**src/rtl/mem_loader.sv**
```systemverilog
// Command-queue front end for a simple memory/IO bus: commands are buffered
// in a small FIFO, checked for alignment, executed one at a time, and answered in order.
module mem_loader #(
  parameter int FIFO_DEPTH = 4,
  parameter int READ_LAT   = 1
) (
  input  logic        clk,
  input  logic        reset,
  input  logic        cmd_valid,
  output logic        cmd_ready,
  input  logic        cmd_write,
  input  logic [1:0]  cmd_mode,
  input  logic [15:0] cmd_addr,
  input  logic [31:0] cmd_data,
  output logic        rsp_valid,
  output logic        rsp_err,
  output logic [31:0] rsp_data,
  output logic        busy,
  output logic [7:0]  err_count,
  input  logic [31:0] memData,
  output logic        MemWrite,
  output logic [1:0]  MemMode,
  output logic [31:0] writeMemData,
  output logic [15:0] memAddr,
  output logic [2:0]  dbg_state
);

  localparam int AW = $clog2(FIFO_DEPTH);
  localparam int LW = (READ_LAT > 1) ? $clog2(READ_LAT) : 1;

  typedef enum logic [2:0] {
    S_IDLE  = 3'd0,
    S_WRITE = 3'd1,
    S_READ  = 3'd2,
    S_RESP  = 3'd3,
    S_ERR   = 3'd4
  } state_t;

  typedef struct packed {
    logic        write;
    logic [1:0]  mode;
    logic [15:0] addr;
    logic [31:0] data;
  } cmd_t;

  // Handshake: a command is taken on a rising edge where cmd_valid and
  // cmd_ready are both 1; responses are single-cycle pulses with no backpressure.

  cmd_t          fifo_q [FIFO_DEPTH];
  logic [AW:0]   wptr_q, rptr_q;
  logic          fifo_empty, fifo_full, push, pop;
  cmd_t          head;

  state_t        state_q, state_d;
  cmd_t          cur_q, cur_d;
  logic [LW-1:0] lat_q, lat_d;
  logic [31:0]   cap_q, cap_d;
  logic [7:0]    err_q, err_d;

  function automatic logic misaligned(input cmd_t c);
    return (c.mode == 2'b11) ||
           (c.mode == 2'b00 && c.addr[1:0] != 2'b00) ||
           (c.mode == 2'b01 && c.addr[0]);
  endfunction

  // Pointers carry one extra wrap bit to tell full from empty.
  assign fifo_empty = (wptr_q == rptr_q);
  assign fifo_full  = (wptr_q[AW] != rptr_q[AW]) &&
                      (wptr_q[AW-1:0] == rptr_q[AW-1:0]);
  assign push       = cmd_valid && !fifo_full;
  assign head       = fifo_q[rptr_q[AW-1:0]];
  assign cmd_ready  = !fifo_full;

  always_ff @(posedge clk) begin
    if (push) begin
      fifo_q[wptr_q[AW-1:0]] <= '{write: cmd_write, mode: cmd_mode,
                                  addr: cmd_addr, data: cmd_data};
    end
  end

  always_ff @(posedge clk or posedge reset) begin
    if (reset) begin
      wptr_q  <= '0;
      rptr_q  <= '0;
      state_q <= S_IDLE;
      cur_q   <= '0;
      lat_q   <= '0;
      cap_q   <= '0;
      err_q   <= '0;
    end else begin
      if (push) wptr_q <= wptr_q + 1'b1;
      if (pop)  rptr_q <= rptr_q + 1'b1;
      state_q <= state_d;
      cur_q   <= cur_d;
      lat_q   <= lat_d;
      cap_q   <= cap_d;
      err_q   <= err_d;
    end
  end

  always_comb begin
    state_d      = state_q;
    cur_d        = cur_q;
    lat_d        = lat_q;
    cap_d        = cap_q;
    err_d        = err_q;
    pop          = 1'b0;
    rsp_valid    = 1'b0;
    rsp_err      = 1'b0;
    rsp_data     = '0;
    MemWrite     = 1'b0;
    MemMode      = '0;
    memAddr      = '0;
    writeMemData = '0;
    case (state_q)
      S_IDLE: begin
        if (!fifo_empty) begin
          pop   = 1'b1;
          cur_d = head;
          lat_d = '0;
          if (misaligned(head))  state_d = S_ERR;
          else if (head.write)   state_d = S_WRITE;
          else                   state_d = S_READ;
        end
      end
      S_WRITE: begin
        MemWrite     = 1'b1;
        MemMode      = cur_q.mode;
        memAddr      = cur_q.addr;
        writeMemData = cur_q.data;
        rsp_valid    = 1'b1;
        state_d      = S_IDLE;
      end
      S_READ: begin
        MemMode = cur_q.mode;
        memAddr = cur_q.addr;
        // Address is held for READ_LAT cycles; data is taken on the last edge.
        if (lat_q == LW'(READ_LAT - 1)) begin
          cap_d   = memData;
          state_d = S_RESP;
        end else begin
          lat_d = lat_q + 1'b1;
        end
      end
      S_RESP: begin
        rsp_valid = 1'b1;
        case (cur_q.mode)
          2'b00:   rsp_data = cap_q;
          2'b01:   rsp_data = {16'h0, cap_q[15:0]};
          default: rsp_data = {24'h0, cap_q[7:0]};
        endcase
        state_d = S_IDLE;
      end
      S_ERR: begin
        rsp_valid = 1'b1;
        rsp_err   = 1'b1;
        if (err_q != 8'hFF) err_d = err_q + 1'b1;
        state_d = S_IDLE;
      end
      default: state_d = S_IDLE;
    endcase
  end

  assign busy      = !fifo_empty || (state_q != S_IDLE);
  assign err_count = err_q;
  assign dbg_state = state_q;

endmodule

```
**config.mk**
```make
export PLATFORM = sky130hd
export DESIGN_NAME = mem_loader
export DESIGN_NICKNAME = d
export VERILOG_FILES = /design/src/rtl/mem_loader.sv
export SDC_FILE = /design/constraint.sdc
export NUM_CORES = 1
export LEC_CHECK = 0
export ABC_AREA = 1
export ABC_CLOCK_PERIOD_IN_PS = 8950
export BUFFER_PORTS_ARGS = -buffer_cell sky130_fd_sc_hd__buf_4
export CORE_MARGIN = 8
export CORE_UTILIZATION = 40
export DETAILED_ROUTE_END_ITERATION = 8
export PLACE_DENSITY_LB_ADDON = 0.2
export SYNTH_ARGS = -nofsm -noshare
export SYNTH_HDL_FRONTEND = slang
export SYNTH_SLANG_ARGS = --single-unit
```
**constraint.sdc**
```tcl
create_clock -name clk -period 8.95 [get_ports clk]
set_input_delay 1.3425 -clock clk [delete_from_list [all_inputs] [get_ports clk]]
set_output_delay 1.3425 -clock clk [all_outputs]
set_load 0.05 [all_outputs]
```
==> results of run 1 <==
[flip-flops by register name, indices dropped and copies added, names as in the netlist]
signal / count
cur_q: 50
err_count: 8
rptr_q: 3
fifo_q: 204
cap_q: 32
dbg_state: 3
wptr_q: 3
[worst max-delay path: cells and delay by family, from the launching register on]
kind	cells	cell delay (ns)
flops	1	0.40
buf+inv	4	1.19
simple gates	4	0.46
[metrics by stage]
step | utilization | instances | cell area (um2) | power [mW]
global placement | 0.463 | 1565 | 13700 | 4.09
detailed placement | 0.463 | 1565 | 13700 | 4.12
global route | 0.498 | 1626 | 14800 | 5.71
CTS | 0.498 | 1626 | 14800 | 5.42
finish | 0.498 | 1626 | 14800 | 5.33
floorplan | - | 1038 | 12100 | 3.58
[cells in the mapped netlist (2+ instances only)]
cell type / count / area (um2)
sky130_fd_sc_hd__nand4_1: 2 / 12.5
sky130_fd_sc_hd__o21ai_0: 110 / 551
sky130_fd_sc_hd__nand3_1: 13 / 65.1
sky130_fd_sc_hd__nand2_1: 120 / 450
sky130_fd_sc_hd__xnor2_1: 6 / 52.6
sky130_fd_sc_hd__edfxtp_1: 204 / 6130
sky130_fd_sc_hd__o22ai_1: 46 / 288
sky130_fd_sc_hd__o21ai_1: 35 / 175
sky130_fd_sc_hd__nor2_1: 201 / 754
sky130_fd_sc_hd__buf_6: 8 / 90.1
sky130_fd_sc_hd__ha_1: 6 / 75.1
sky130_fd_sc_hd__clkbuf_1: 22 / 82.6
sky130_fd_sc_hd__xor2_1: 7 / 61.3
sky130_fd_sc_hd__buf_2: 24 / 120
sky130_fd_sc_hd__a21oi_1: 19 / 95.1
sky130_fd_sc_hd__dfrtp_1: 99 / 2480
sky130_fd_sc_hd__mux2_2: 17 / 191
sky130_fd_sc_hd__inv_2: 3 / 11.3
sky130_fd_sc_hd__inv_1: 85 / 319
[worst max path at each step]
stage,from,to,cells after the start
floorplan,cmd_valid,fifo_q[0][0],2
global placement,rptr_q[1],fifo_q[0][31],7
detailed placement,rptr_q[1],fifo_q[0][10],7
CTS,dbg_state[2],memAddr[15],8
global route,dbg_state[2],memAddr[15],8
finish,dbg_state[2],memAddr[15],8
[per-layer routing]
metal	vias up	part of all wire	global-route usage
li1	3870	-	-
met1	3729	0.45	0.205
met2	220	0.47	0.260
met3	38	0.065	0.0381
met4	2	0.017	0.0424
met5	-	0.00039	0
[cell type report]
type / count / share of cell area
clock inverters: 18 / 0.00863
multi-input cells: 589 / 0.193
repair buffers: 192 / 0.0975
well taps: 390 / 0.0330
inverters: 91 / 0.0236
flip-flops and latches: 303 / 0.582
clock buffers: 43 / 0.0619
[cells by family after synthesis]
logic type | Yosys count | synth area share
buffers and inverters | 146 | 0.0535
adder cells (fa/ha/maj) | 6 | 0.00621
AO/OA/AOI/OAI | 212 | 0.0938
XOR/XNOR | 13 | 0.00943
AND/OR/NAND/NOR | 341 | 0.109
multiplexers | 17 | 0.0158
flip-flops | 303 | 0.712
[report_power, final]
group / switching (mW) / internal [mW] / total, mW
Sequential: 0.137 / 1.96 / 2.09
Clock: 0.525 / 0.757 / 1.28
Combinational: 1.40 / 0.556 / 1.96
==> tab_implementation.tex, run 1 <==
\begin{tabular}{lr}
\hline
Metric & Value \\
\hline
\multicolumn{2}{l}{\textbf{Synthesis}} \\
\quad Synthesized area & between 10000 and 15000 um2 \\
\quad Flip-flop and latch count after synthesis & between 300 and 400 \\
\quad Number of synthesized flops with an enable pin & 204 \\
\quad Synthesized instance count & 1038 \\
\quad Total of warnings raised by yosys & 0 \\
\quad Per-instance average area after synthesis & 11.6 um2 \\
\quad Sequential share of the synthesized area & 0.712 \\
\quad Post-Syn Nets & between 1000 and 1500 \\
\quad Ys async rst share & 0.327 \\
\quad Number of distinct library cells after synthesis & 30 \\
\quad Most used flip-flop cell after synthesis & sky130\_fd\_sc\_hd\_\_edfxtp\_1 \\
\multicolumn{2}{l}{\textbf{Worst setup path}} \\
\quad Maximum cell stage delay along the critical path & 0.55 ns \\
\quad Crit Path Category & reg2out \\
\quad Cells along the critical path & inv\_1 -> nand2\_1 -> nor2\_1 -> inv\_2 -> nand2\_1 -> inv\_2 -> nor2\_1 -> buf\_4 \\
\quad Worst-path fanout max & 33 \\
\quad Internal reg-to-reg setup slack & $\sim$5.6 ns \\
\quad Reg-to-reg endpoint & fifo\_q[0][3] \\
\quad R2r worst-path depth & 7 \\
\quad Data arrival, critical path & approximately 2.6 ns \\
\quad Launch instance of the worst register-to-register path & rptr\_q[1] \\
\quad Sort of element at the start of the critical path & flop \\
\quad CP endpoint kind & output port \\
\quad Data required time of the critical path & about 7.6 ns \\
\quad Slowest cell on the critical path & sky130\_fd\_sc\_hd\_\_inv\_2 \\
\multicolumn{2}{l}{\textbf{CTS}} \\
\quad TritonCTS clock tree & yes \\
\quad Number of clock sinks & slightly above 300 \\
\quad Clock transition time at the flip-flop clock pins of the worst setup and hold paths & approximately 0.060 ns \\
\quad CTS Hold Buffers Added & 0 \\
\quad Clk Tree Root Cell & sky130\_fd\_sc\_hd\_\_clkbuf\_16 \\
\quad Postcts setup bufs & 0 \\
\quad Number of gates given a new drive strength after cts & 0 \\
\quad Clock latency on the worst-skew pair & 0.50 ns \\
\quad Number of buffers on the longest clock path & 3 \\
\quad Num CTS Buffers & 34 \\
\quad H-tree depth reported by CTS & 2 \\
\multicolumn{2}{l}{\textbf{Timing}} \\
\quad Post-Route Hold Slack & a little under 0.5 ns \\
\quad Setup TNS Final & 0 ns \\
\quad Upper clock frequency limit & between 0.2 and 0.3 GHz \\
\quad Shortest period the worst path allows & around 4 ns \\
\quad Setup slack of the critical path after layout & slightly above 5 ns \\
\quad Crit share post-route & 0.434 \\
\quad Unrepaired setup endpoints after global routing & false \\
\quad Max Clock Skew & between 0.01 and 0.015 ns \\
\quad Final hold violation count & 0 \\
\quad Setup-failing EPs final & 0 \\
\quad Transition time of the tightest slew-check pin & 1.06 ns \\
\quad Slew HR & 0.295 \\
\quad Pins Over Slew Limit & 0 \\
\multicolumn{2}{l}{\textbf{Finish}} \\
\quad Layout filler cell count & 2650 \\
\quad Multi-input gate area & $\sim$2900 um2 \\
\quad Count of nets after finishing & between 1000 and 1500 \\
\quad Most frequent cells in the layout & sky130\_fd\_sc\_hd\_\_edfxtp\_1, sky130\_fd\_sc\_hd\_\_nor2\_1, sky130\_fd\_sc\_hd\_\_buf\_4 \\
\quad Fraction of final layout cells with drive strength greater than 1 & 0.225 \\
\quad Sequential standard cell area & roughly 8600 um2 \\
\quad Relative area change from synthesis to final layout & 22.4\% \\
\quad Most common library cell in the layout ignoring fill and taps & sky130\_fd\_sc\_hd\_\_edfxtp\_1 \\
\quad Diode insertion count for antenna repair & 0 \\
\multicolumn{2}{l}{\textbf{Floorplan}} \\
\quad Height of the chip & 190 um \\
\quad Starting utilization of the core area & 0.406 \\
\quad Site Rows & 63 \\
\quad Area of the core & 29700 um2 \\
\quad Die W & about 190 um \\
\quad IO Count & 184 \\
\quad Die Footprint & between 30000 and 40000 um2 \\
\multicolumn{2}{l}{\textbf{Detailed routing}} \\
\quad Antenna viol nets, final & 0 \\
\quad Number of remaining DRC errors & 0 \\
\quad Detailed Route WL & approximately 28 mm \\
\quad First DRT Iteration DRCs & just under 400 \\
\quad Number of vias in the routed layout & between 7000 and 8000 \\
\quad DR vias/cell & between 4 and 5 \\
\quad Detailed-route wire length per cell & 17.4 um \\
\quad Drt first pass iters & 4 \\
\multicolumn{2}{l}{\textbf{Placed design}} \\
\quad Placed wire-length estimate & approximately 17 mm \\
\quad Quantity of I/O buffers inserted on ports & around 180 \\
\quad Place WS & between 5 and 6 ns \\
\quad Placer congestion estimate & about 0.76 \\
\multicolumn{2}{l}{\textbf{Global routing}} \\
\quad Initial antenna violation count & 1 \\
\quad Wire length of the first global-routing pass & $\sim$45 mm \\
\quad Combined global-route utilization of all metal layers & 0.157 \\
\quad Via count of the first global-routing pass & between 8000 and 9000 \\
\quad Congestion Overflow GR & 0 \\
\quad Pin count of the biggest net entering global routing & roughly 100 \\
\multicolumn{2}{l}{\textbf{Outcome}} \\
\quad Status & finished, final reports clean \\
\multicolumn{2}{l}{\textbf{Worst hold path}} \\
\quad Worst-case hold path end point & cur\_q[48] \\
\quad Cell depth of the worst hold path & 2 \\
\quad Worst min-delay path category & reg2reg \\
\quad Hold Path Origin & cur\_q[48] \\
\multicolumn{2}{l}{\textbf{Pwr}} \\
\quad Worst supply voltage drop on vdd & 0.208 mV \\
\quad Total power divided by cell area & 360 nW/um2 \\
\quad Total leakage power & $\sim$6 nW \\
\multicolumn{2}{l}{\textbf{Job}} \\
\quad Max-capacitance violation count & 0 \\
\hline
\end{tabular}
No activity file was read; power rests on OpenSTA's default activity.
==> run 2: changes to the inputs <==
Settings changed: ABC_CLOCK_PERIOD_IN_PS 8950 to 3500.
Clock period 8.95 ns to 3.5 ns, I/O delays scaled along.
==> run 2 against run 1 <==
Sequential cell count unchanged. First-iteration DRC count up 7.1%. Global-route usage down 0.30 points. Sequential power rose to 2.6 times the previous value. Largest cell class unchanged. Largest power group unchanged. Highest routed layer unchanged.
==> tab_implementation.tex, run 2 (synthesis results as in run 1) <==
\begin{tabular}{lr}
\hline
Metric & Value \\
\hline
\multicolumn{2}{l}{\textbf{Outcome}} \\
\quad Status & finished, final reports clean (unchanged) \\
\multicolumn{2}{l}{\textbf{Global routing}} \\
\quad Wire length of the first global-routing pass & 44.2 mm (was 45.0 mm) \\
\quad Combined global-route utilization of all metal layers & 0.154 (was 0.157) \\
\quad Pin count of the biggest net entering global routing & 104 (unchanged) \\
\quad Congestion Overflow GR & 0 (unchanged) \\
\quad Initial antenna violation count & 3 (was 1) \\
\quad Via count of the first global-routing pass & 7823 (was 8137) \\
\multicolumn{2}{l}{\textbf{Floorplan}} \\
\quad Die Footprint & 36000 um2 (unchanged) \\
\quad IO Count & 184 (unchanged) \\
\quad Height of the chip & 190 um (unchanged) \\
\quad Site Rows & 63 (unchanged) \\
\quad Die W & 190 um (unchanged) \\
\quad Starting utilization of the core area & 0.406 (unchanged) \\
\quad Area of the core & 29700 um2 (unchanged) \\
\multicolumn{2}{l}{\textbf{Finish}} \\
\quad Count of nets after finishing & 1312 (was 1303) \\
\quad Most frequent cells in the layout & sky130\_fd\_sc\_hd\_\_edfxtp\_1, sky130\_fd\_sc\_hd\_\_buf\_4, sky130\_fd\_sc\_hd\_\_nor2\_1 (was sky130\_fd\_sc\_hd\_\_edfxtp\_1, sky130\_fd\_sc\_hd\_\_nor2\_1, sky130\_fd\_sc\_hd\_\_buf\_4) \\
\quad Layout filler cell count & 2639 (was 2650) \\
\quad Fraction of final layout cells with drive strength greater than 1 & 0.227 (was 0.225) \\
\quad Relative area change from synthesis to final layout & 23.0\% (was 22.4\%) \\
\quad Max reg flops & 204 (unchanged) \\
\quad Most common library cell in the layout ignoring fill and taps & sky130\_fd\_sc\_hd\_\_edfxtp\_1 (unchanged) \\
\quad Post-layout utilization of the core & 0.500 (was 0.498) \\
\multicolumn{2}{l}{\textbf{Worst setup path}} \\
\quad Maximum cell stage delay along the critical path & 0.42 ns (was 0.55 ns) \\
\quad Reg-to-reg endpoint & cur\_q[3] (was fifo\_q[0][3]) \\
\quad Worst-path fanout max & 18 (was 33) \\
\quad Worst path bufs/invs & 3 (was 4) \\
\quad Kind of cell adding the most delay to the critical path & simple AND/OR/NAND/NOR gates (was buffers and inverters) \\
\quad Launch instance of the worst register-to-register path & rptr\_q[0] (was rptr\_q[1]) \\
\quad Internal reg-to-reg setup slack & 1.12 ns (was 5.55 ns) \\
\quad R2r worst-path depth & 8 (was 7) \\
\quad Crit Path Category & reg2out (unchanged) \\
\quad Sort of element at the start of the critical path & flop (unchanged) \\
\quad Slowest cell on the critical path & sky130\_fd\_sc\_hd\_\_dfrtp\_1 (was sky130\_fd\_sc\_hd\_\_inv\_2) \\
\quad Cells along the critical path & inv\_1 -> nand2\_1 -> nor2\_2 -> buf\_4 -> nand2\_1 -> nor2\_1 -> buf\_4 (was inv\_1 -> nand2\_1 -> nor2\_1 -> inv\_2 -> nand2\_1 -> inv\_2 -> nor2\_1 -> buf\_4) \\
\quad CP endpoint kind & output port (unchanged) \\
\quad Data arrival, critical path & 2.16 ns (was 2.55 ns) \\
\quad Data required time of the critical path & 2.97 ns (was 7.61 ns) \\
\multicolumn{2}{l}{\textbf{Detailed routing}} \\
\quad Drt first pass iters & 4 (unchanged) \\
\quad Post-route met1 wirelength & 13.2 mm (was 12.7 mm) \\
\quad Detailed-route wire length per cell & 17.4 um (about the same) \\
\quad Detailed Route WL & 28.5 mm (was 28.3 mm) \\
\quad DR vias/cell & 4.82 (was 4.83) \\
\quad Number of vias in the routed layout & 7868 (was 7859) \\
\quad Max layer used & met5 (unchanged) \\
\quad Number of remaining DRC errors & 0 (unchanged) \\
\quad First DRT Iteration DRCs & 421 (was 393) \\
\quad Metal3 WL & 1.98 mm (was 1.85 mm) \\
\quad WL met2 & 12.9 mm (was 13.2 mm) \\
\quad Antenna viol nets, final & 0 (unchanged) \\
\multicolumn{2}{l}{\textbf{CTS}} \\
\quad Clock transition time at the flip-flop clock pins of the worst setup and hold paths & 0.06 ns (about the same) \\
\quad CTS Hold Buffers Added & 0 (unchanged) \\
\quad Clk Tree Root Cell & sky130\_fd\_sc\_hd\_\_clkbuf\_16 (unchanged) \\
\quad Number of gates given a new drive strength after cts & 0 (unchanged) \\
\quad Num CTS Buffers & 31 (was 34) \\
\quad H-tree depth reported by CTS & 1 (was 2) \\
\quad Number of buffers on the longest clock path & 3 (unchanged) \\
\quad TritonCTS clock tree & yes (unchanged) \\
\quad Clock latency on the worst-skew pair & 0.54 ns (was 0.50 ns) \\
\quad Postcts setup bufs & 0 (unchanged) \\
\quad Number of clock sinks & 303 (unchanged) \\
\multicolumn{2}{l}{\textbf{Job}} \\
\quad Max-capacitance violation count & 0 (unchanged) \\
\multicolumn{2}{l}{\textbf{Timing}} \\
\quad Slew HR & 0.269 (was 0.295) \\
\quad Final hold violation count & 0 (unchanged) \\
\quad Upper clock frequency limit & between 0.3 and 0.4 GHz \\
\quad Shortest period the worst path allows & $\sim$2.7 ns \\
\quad Setup TNS Final & 0 ns (unchanged) \\
\quad Pins Over Slew Limit & 0 (unchanged) \\
\quad Max Clock Skew & 0.00860 ns (was 0.0134 ns) \\
\quad Unrepaired setup endpoints after global routing & false (unchanged) \\
\quad Setup-failing EPs final & 0 (unchanged) \\
\quad Crit share post-route & 0.767 \\
\quad Transition time of the tightest slew-check pin & 1.10 ns (was 1.06 ns) \\
\quad Post-Route Hold Slack & 0.0979 ns (was 0.485 ns) \\
\multicolumn{2}{l}{\textbf{Placed design}} \\
\quad Placer congestion estimate & 0.735 (was 0.755) \\
\quad Placed wire-length estimate & 17.6 mm (was 16.6 mm) \\
\quad Quantity of I/O buffers inserted on ports & 183 (unchanged) \\
\multicolumn{2}{l}{\textbf{Pwr}} \\
\quad Total power divided by cell area & 923 nW/um2 (was 360 nW/um2) \\
\quad Worst supply voltage drop on vdd & 0.484 mV (was 0.208 mV) \\
\quad Total leakage power & 6.08 nW (was 6.04 nW) \\
\multicolumn{2}{l}{\textbf{Worst hold path}} \\
\quad Worst min-delay path category & in2async (was reg2reg) \\
\hline
\end{tabular}
run 2: power by group:
part	internal [mW]	switching [mW]	leakage (nW)
Clock	1.95	1.29	0.493
Sequential	5.00	0.337	3.06
Combinational	1.50	3.64	2.53
Total	8.45	5.27	6.08
run 2: worst max path at each step:
stage                            start           end  cells after the start
final                     dbg_state[2]  rsp_data[11]                      7
after global routing      dbg_state[2]  rsp_data[11]                      7
after CTS                 dbg_state[2]  rsp_data[11]                      7
after detailed placement     rptr_q[0]      cur_q[2]                      8
after global placement       rptr_q[1]      cur_q[1]                      8
after floorplan              rptr_q[1]  fifo_q[0][0]                      7
run 2: final cells by class:
class                           instances  area (um2)  area share
Clock buffer                           39         826      0.0556
Inverter                               91         349      0.0235
Clock inverter                         17         180      0.0121
Timing Repair Buffer                  204        1540       0.104
Multi-Input combinational cell        589        2860       0.193
Sequential cell                       303        8610       0.579
Antenna cell                            1        2.50    0.000168
Tap cell                              390         488      0.0328
run 2: layer usage:
metal,global-route usage,vias up
li1,-,3886
met4,0.0325,4
met1,0.214,3714
met2,0.246,227
met5,0,-
met3,0.0342,37
run 2: metrics by stage:
| step | worst slack (ns) | instances | power (mW) | area (um2) |
|---|---|---|---|---|
| 6_report | 0.815 | 1634 | 13.7 | 14900 |
| 2_1_floorplan | -0.467 | 1038 | 9.14 | 12100 |
| 3_3_place_gp | 1.13 | 1577 | 10.5 | 13800 |
| 3_5_place_dp | 1.08 | 1577 | 10.6 | 13800 |
| 5_1_grt | 0.589 | 1634 | 14.7 | 14900 |
| 4_1_cts | 0.735 | 1633 | 13.9 | 14900 |
==> run 3: changes to the inputs <==
Settings changed: ABC_AREA 1 to 0, ABC_CLOCK_PERIOD_IN_PS 3500 to 2800.
Clock period 3.5 ns to 2.8 ns, I/O delays scaled along.
==> run 3 against run 2 <==
Sequential share of layout area decreased by 1.3 points. Critical path depth down 2. Clock-buffer cell count up 5. Sequential power up 29%. Utilization up 1.1 points. Sequential cell count unchanged. Non-clock buffer count decreased by 3. Critical endpoint is now rsp_data[22]. Largest cell class unchanged. Highest routed layer unchanged.
==> tab_implementation.tex, run 3 <==
\begin{tabular}{lr}
\hline
Metric & Value \\
\hline
\multicolumn{2}{l}{\textbf{Floorplan}} \\
\quad Die W & 190 um (about the same) \\
\quad Site Rows & 63 (unchanged) \\
\quad Height of the chip & 190 um (about the same) \\
\quad Area of the core & 29700 um2 (unchanged) \\
\quad Die Footprint & 36100 um2 (was 36000 um2) \\
\quad IO Count & 184 (unchanged) \\
\quad Starting utilization of the core area & 0.407 (was 0.406) \\
\multicolumn{2}{l}{\textbf{CTS}} \\
\quad H-tree depth reported by CTS & 2 (was 1) \\
\quad Number of buffers on the longest clock path & 3 (unchanged) \\
\quad CTS Hold Buffers Added & 0 (unchanged) \\
\quad Number of clock sinks & 303 (unchanged) \\
\quad Clock transition time at the flip-flop clock pins of the worst setup and hold paths & 0.06 ns (about the same) \\
\quad TritonCTS clock tree & yes (unchanged) \\
\quad Num CTS Buffers & 34 (was 31) \\
\quad Postcts setup bufs & 0 (unchanged) \\
\quad Clock latency on the worst-skew pair & 0.51 ns (was 0.54 ns) \\
\quad Clk Tree Root Cell & sky130\_fd\_sc\_hd\_\_clkbuf\_16 (unchanged) \\
\multicolumn{2}{l}{\textbf{Global routing}} \\
\quad Wire length of the first global-routing pass & 40.5 mm (was 44.2 mm) \\
\quad Via count of the first global-routing pass & 6854 (was 7823) \\
\quad Pin count of the biggest net entering global routing & 54 (was 104) \\
\quad Congestion Overflow GR & 0 (unchanged) \\
\quad Initial antenna violation count & 2 (was 3) \\
\quad Combined global-route utilization of all metal layers & 0.144 (was 0.154) \\
\multicolumn{2}{l}{\textbf{Pwr}} \\
\quad Total power divided by cell area & 1190 nW/um2 (was 923 nW/um2) \\
\quad Net switching component of the power & 5.71 mW (was 5.27 mW) \\
\quad Worst supply voltage drop on vdd & 0.686 mV (was 0.484 mV) \\
\quad Cell-internal power & 12.4 mW (was 8.45 mW) \\
\quad Switching share of power & 0.316 (was 0.384) \\
\quad Part of the power in registers & 0.381 (was 0.389) \\
\quad Clock network fraction of total power & 0.252 (was 0.236) \\
\quad Combinational power share & 0.367 (was 0.375) \\
\quad Total leakage power & 5.95 nW (was 6.08 nW) \\
\multicolumn{2}{l}{\textbf{Synthesis}} \\
\quad Post-Syn Nets & 715 (was 1130) \\
\quad Main area contributors after synthesis & sky130\_fd\_sc\_hd\_\_edfxtp\_1, sky130\_fd\_sc\_hd\_\_dfrtp\_1, sky130\_fd\_sc\_hd\_\_mux4\_2 (was sky130\_fd\_sc\_hd\_\_edfxtp\_1, sky130\_fd\_sc\_hd\_\_dfrtp\_1, sky130\_fd\_sc\_hd\_\_nor2\_1) \\
\quad Dominant cell by count in the synthesized netlist & sky130\_fd\_sc\_hd\_\_edfxtp\_1 (unchanged) \\
\quad Total of warnings raised by yosys & 0 (unchanged) \\
\quad Number of synthesized flops with an enable pin & 204 (unchanged) \\
\quad Flip-flop and latch count after synthesis & 303 (unchanged) \\
\quad Per-instance average area after synthesis & 19.4 um2 (was 11.6 um2) \\
\quad Synthesized instance count & 623 (was 1038) \\
\quad Sequential share of the synthesized area & 0.711 (was 0.712) \\
\quad Number of distinct library cells after synthesis & 35 (was 30) \\
\quad Commonest cells in the netlist & sky130\_fd\_sc\_hd\_\_edfxtp\_1, sky130\_fd\_sc\_hd\_\_dfrtp\_1, sky130\_fd\_sc\_hd\_\_and2\_1, sky130\_fd\_sc\_hd\_\_mux4\_2, sky130\_fd\_sc\_hd\_\_mux2\_4 (was sky130\_fd\_sc\_hd\_\_edfxtp\_1, sky130\_fd\_sc\_hd\_\_nor2\_1, sky130\_fd\_sc\_hd\_\_nand2\_1, sky130\_fd\_sc\_hd\_\_o21ai\_0, sky130\_fd\_sc\_hd\_\_dfrtp\_1) \\
\quad Share of Yosys cell area claimed by the top area cell type & 0.506 (was 0.507) \\
\quad Ys async rst share & 0.327 (unchanged) \\
\quad Synthesized area & 12100 um2 (about the same) \\
\quad Most used flip-flop cell after synthesis & sky130\_fd\_sc\_hd\_\_edfxtp\_1 (unchanged) \\
\quad Cell taking the most area after synthesis & sky130\_fd\_sc\_hd\_\_edfxtp\_1 (unchanged) \\
\multicolumn{2}{l}{\textbf{Worst setup path}} \\
\quad Kind of cell adding the most delay to the critical path & simple AND/OR/NAND/NOR gates (unchanged) \\
\quad Crit Path Category & reg2out (unchanged) \\
\quad Slowest cell on the critical path & sky130\_fd\_sc\_hd\_\_dfrtp\_2 (was sky130\_fd\_sc\_hd\_\_dfrtp\_1) \\
\quad CP endpoint kind & output port (unchanged) \\
\quad Sort of element at the start of the critical path & flop (unchanged) \\
\quad Worst path bufs/invs & 1 (was 3) \\
\quad Worst-path fanout max & 16 (was 18) \\
\quad Data required time of the critical path & 2.38 ns (was 2.97 ns) \\
\quad Cells along the critical path & and3b\_2 -> and2b\_2 -> and2b\_4 -> and2\_1 -> buf\_4 (was inv\_1 -> nand2\_1 -> nor2\_2 -> buf\_4 -> nand2\_1 -> nor2\_1 -> buf\_4) \\
\quad Data arrival, critical path & 2.13 ns (was 2.16 ns) \\
\quad Maximum cell stage delay along the critical path & 0.49 ns (was 0.42 ns) \\
\multicolumn{2}{l}{\textbf{Detailed routing}} \\
\quad First DRT Iteration DRCs & 297 (was 421) \\
\quad Drt first pass iters & 4 (unchanged) \\
\quad Antenna viol nets, final & 0 (unchanged) \\
\quad Number of remaining DRC errors & 0 (unchanged) \\
\quad Detailed-route wire length per cell & 20.6 um (was 17.4 um) \\
\quad Number of vias in the routed layout & 6191 (was 7868) \\
\quad DR vias/cell & 4.96 (was 4.82) \\
\quad Detailed Route WL & 25.7 mm (was 28.5 mm) \\
\multicolumn{2}{l}{\textbf{Timing}} \\
\quad Pins Over Slew Limit & 0 (unchanged) \\
\quad Transition time of the tightest slew-check pin & 0.820 ns (was 1.10 ns) \\
\quad Setup TNS Final & 0 ns (unchanged) \\
\quad Slew HR & 0.454 (was 0.269) \\
\quad Upper clock frequency limit & 0.392 GHz \\
\quad Unrepaired setup endpoints after global routing & false (unchanged) \\
\quad Shortest period the worst path allows & approximately 2.6 ns \\
\quad Max Clock Skew & 0.0167 ns (was 0.00860 ns) \\
\quad Setup-failing EPs final & 0 (unchanged) \\
\quad Crit share post-route & 0.911 \\
\quad Final hold violation count & 0 (unchanged) \\
\multicolumn{2}{l}{\textbf{Placed design}} \\
\quad Cell count after placement & 1186 (was 1577) \\
\quad Placer congestion estimate & 0.778 (was 0.735) \\
\quad Placed wire-length estimate & 16.8 mm (was 17.6 mm) \\
\quad Quantity of I/O buffers inserted on ports & 183 (unchanged) \\
\multicolumn{2}{l}{\textbf{Finish}} \\
\quad Fraction of final layout cells with drive strength greater than 1 & 0.469 (was 0.227) \\
\quad Sequential standard cell area & 8610 um2 (about the same) \\
\quad Relative area change from synthesis to final layout & 25.6\% (was 23.0\%) \\
\quad Most common library cell in the layout ignoring fill and taps & sky130\_fd\_sc\_hd\_\_edfxtp\_1 (unchanged) \\
\quad Most frequent cells in the layout & sky130\_fd\_sc\_hd\_\_edfxtp\_1, sky130\_fd\_sc\_hd\_\_buf\_4, sky130\_fd\_sc\_hd\_\_dfrtp\_1 (was sky130\_fd\_sc\_hd\_\_edfxtp\_1, sky130\_fd\_sc\_hd\_\_buf\_4, sky130\_fd\_sc\_hd\_\_nor2\_1) \\
\quad Multi-input gate area & 3320 um2 (was 2860 um2) \\
\quad Max reg flops & 204 (unchanged) \\
\quad Post-route non-filler standard cell count & 1248 (was 1634) \\
\quad Layout filler cell count & 2427 (was 2639) \\
\quad Count of nets after finishing & 924 (was 1312) \\
\quad Diode insertion count for antenna repair & 0 (was 1) \\
\multicolumn{2}{l}{\textbf{Outcome}} \\
\quad Status & finished, final reports clean (unchanged) \\
\multicolumn{2}{l}{\textbf{Job}} \\
\quad Max-capacitance violation count & 0 (unchanged) \\
\multicolumn{2}{l}{\textbf{Worst hold path}} \\
\quad Worst min-delay path category & in2async (unchanged) \\
\hline
\end{tabular}
[run 3: power by group through the flow]
| stage | combinational [mW] | sequential [mW] | clock (mW) |
|---|---|---|---|
| final | 6.63 | 6.88 | 4.55 |
| after global routing | 7.11 | 7.03 | 4.85 |
| after CTS | 6.78 | 6.90 | 4.67 |
| after detailed placement | 6.76 | 6.97 | 0 |
| after global placement | 6.64 | 6.90 | 0 |
| after floorplan | 5.05 | 6.91 | 0 |
[run 3: cell families after synthesis]
family                     share of synthesized area
muxes                                          0.188
xor gates and xnor gates                      0.0109
and+or+nand+nor                               0.0638
AOI/OAI and AO/OA                            0.00413
DFF                                            0.711
adders and majority gates                    0.00620
buffers and inverters                         0.0167
[run 3: final cells by class]
type | count | area share
Multi-Input combinational cell | 287 | 0.219
Clock inverter | 18 | 0.0172
Inverter | 5 | 0.00148
Clock buffer | 44 | 0.0591
Sequential cell | 303 | 0.566
Timing Repair Buffer | 201 | 0.105
Tap cell | 390 | 0.0321
[run 3: final timing paths]
| check | start | end | slack [ns] | cells after the start |
|---|---|---|---|---|
| min reg2reg | cap_q[4] | cap_q[4] | 0.50 | 1 |
| max reg2reg | rptr_q[0] | fifo_q[3][46] | 0.49 | 4 |
| min | reset | dbg_state[0] | 0.009 | 2 |
| max in group asynchronous | reset | cap_q[1] | 2.09 | 3 |
| min in group clk | cmd_data[16] | fifo_q[0][16] | 0.10 | 1 |
| max | dbg_state[1] | rsp_data[22] | 0.25 | 5 |
[run 3: what timing repair did]
action,4_1_cts,5_1_grt
pin swaps,0,0
endpoints found under the setup margin,23,16
gates resized for setup,3,3
gates cloned,0,0
hold endpoints to repair,0,0
[run 3: per-stage QoR]
stage,area (um2),total power [mW],util,setup slack [ns],hold slack [ns]
after floorplan,12100,12.0,-,0.123,0.472
after global placement,14000,13.5,0.472,0.461,0.482
after detailed placement,14000,13.7,0.472,0.353,0.488
after CTS,15200,18.4,0.511,0.0339,0.0220
after global routing,15200,19.0,0.511,0.0767,0.0432
final,15200,18.1,0.511,0.248,0.00904
[run 3: routing by layer]
layer / wire, um / vias to the layer above / GRT usage
met5: 26 / - / 0
met3: 2060 / 38 / 0.0412
met2: 12600 / 200 / 0.242
met4: 414 / 4 / 0.0370
li1: - / 2778 / -
met1: 10600 / 3171 / 0.181
[run 3: worst register-to-register path, stage by stage (launching register included)]
cell and delay (ns):
sky130_fd_sc_hd__dfrtp_4 0.49, sky130_fd_sc_hd__xnor2_1 0.21, sky130_fd_sc_hd__a31oi_1 0.51, sky130_fd_sc_hd__and2_2 0.47, sky130_fd_sc_hd__buf_4 0.31
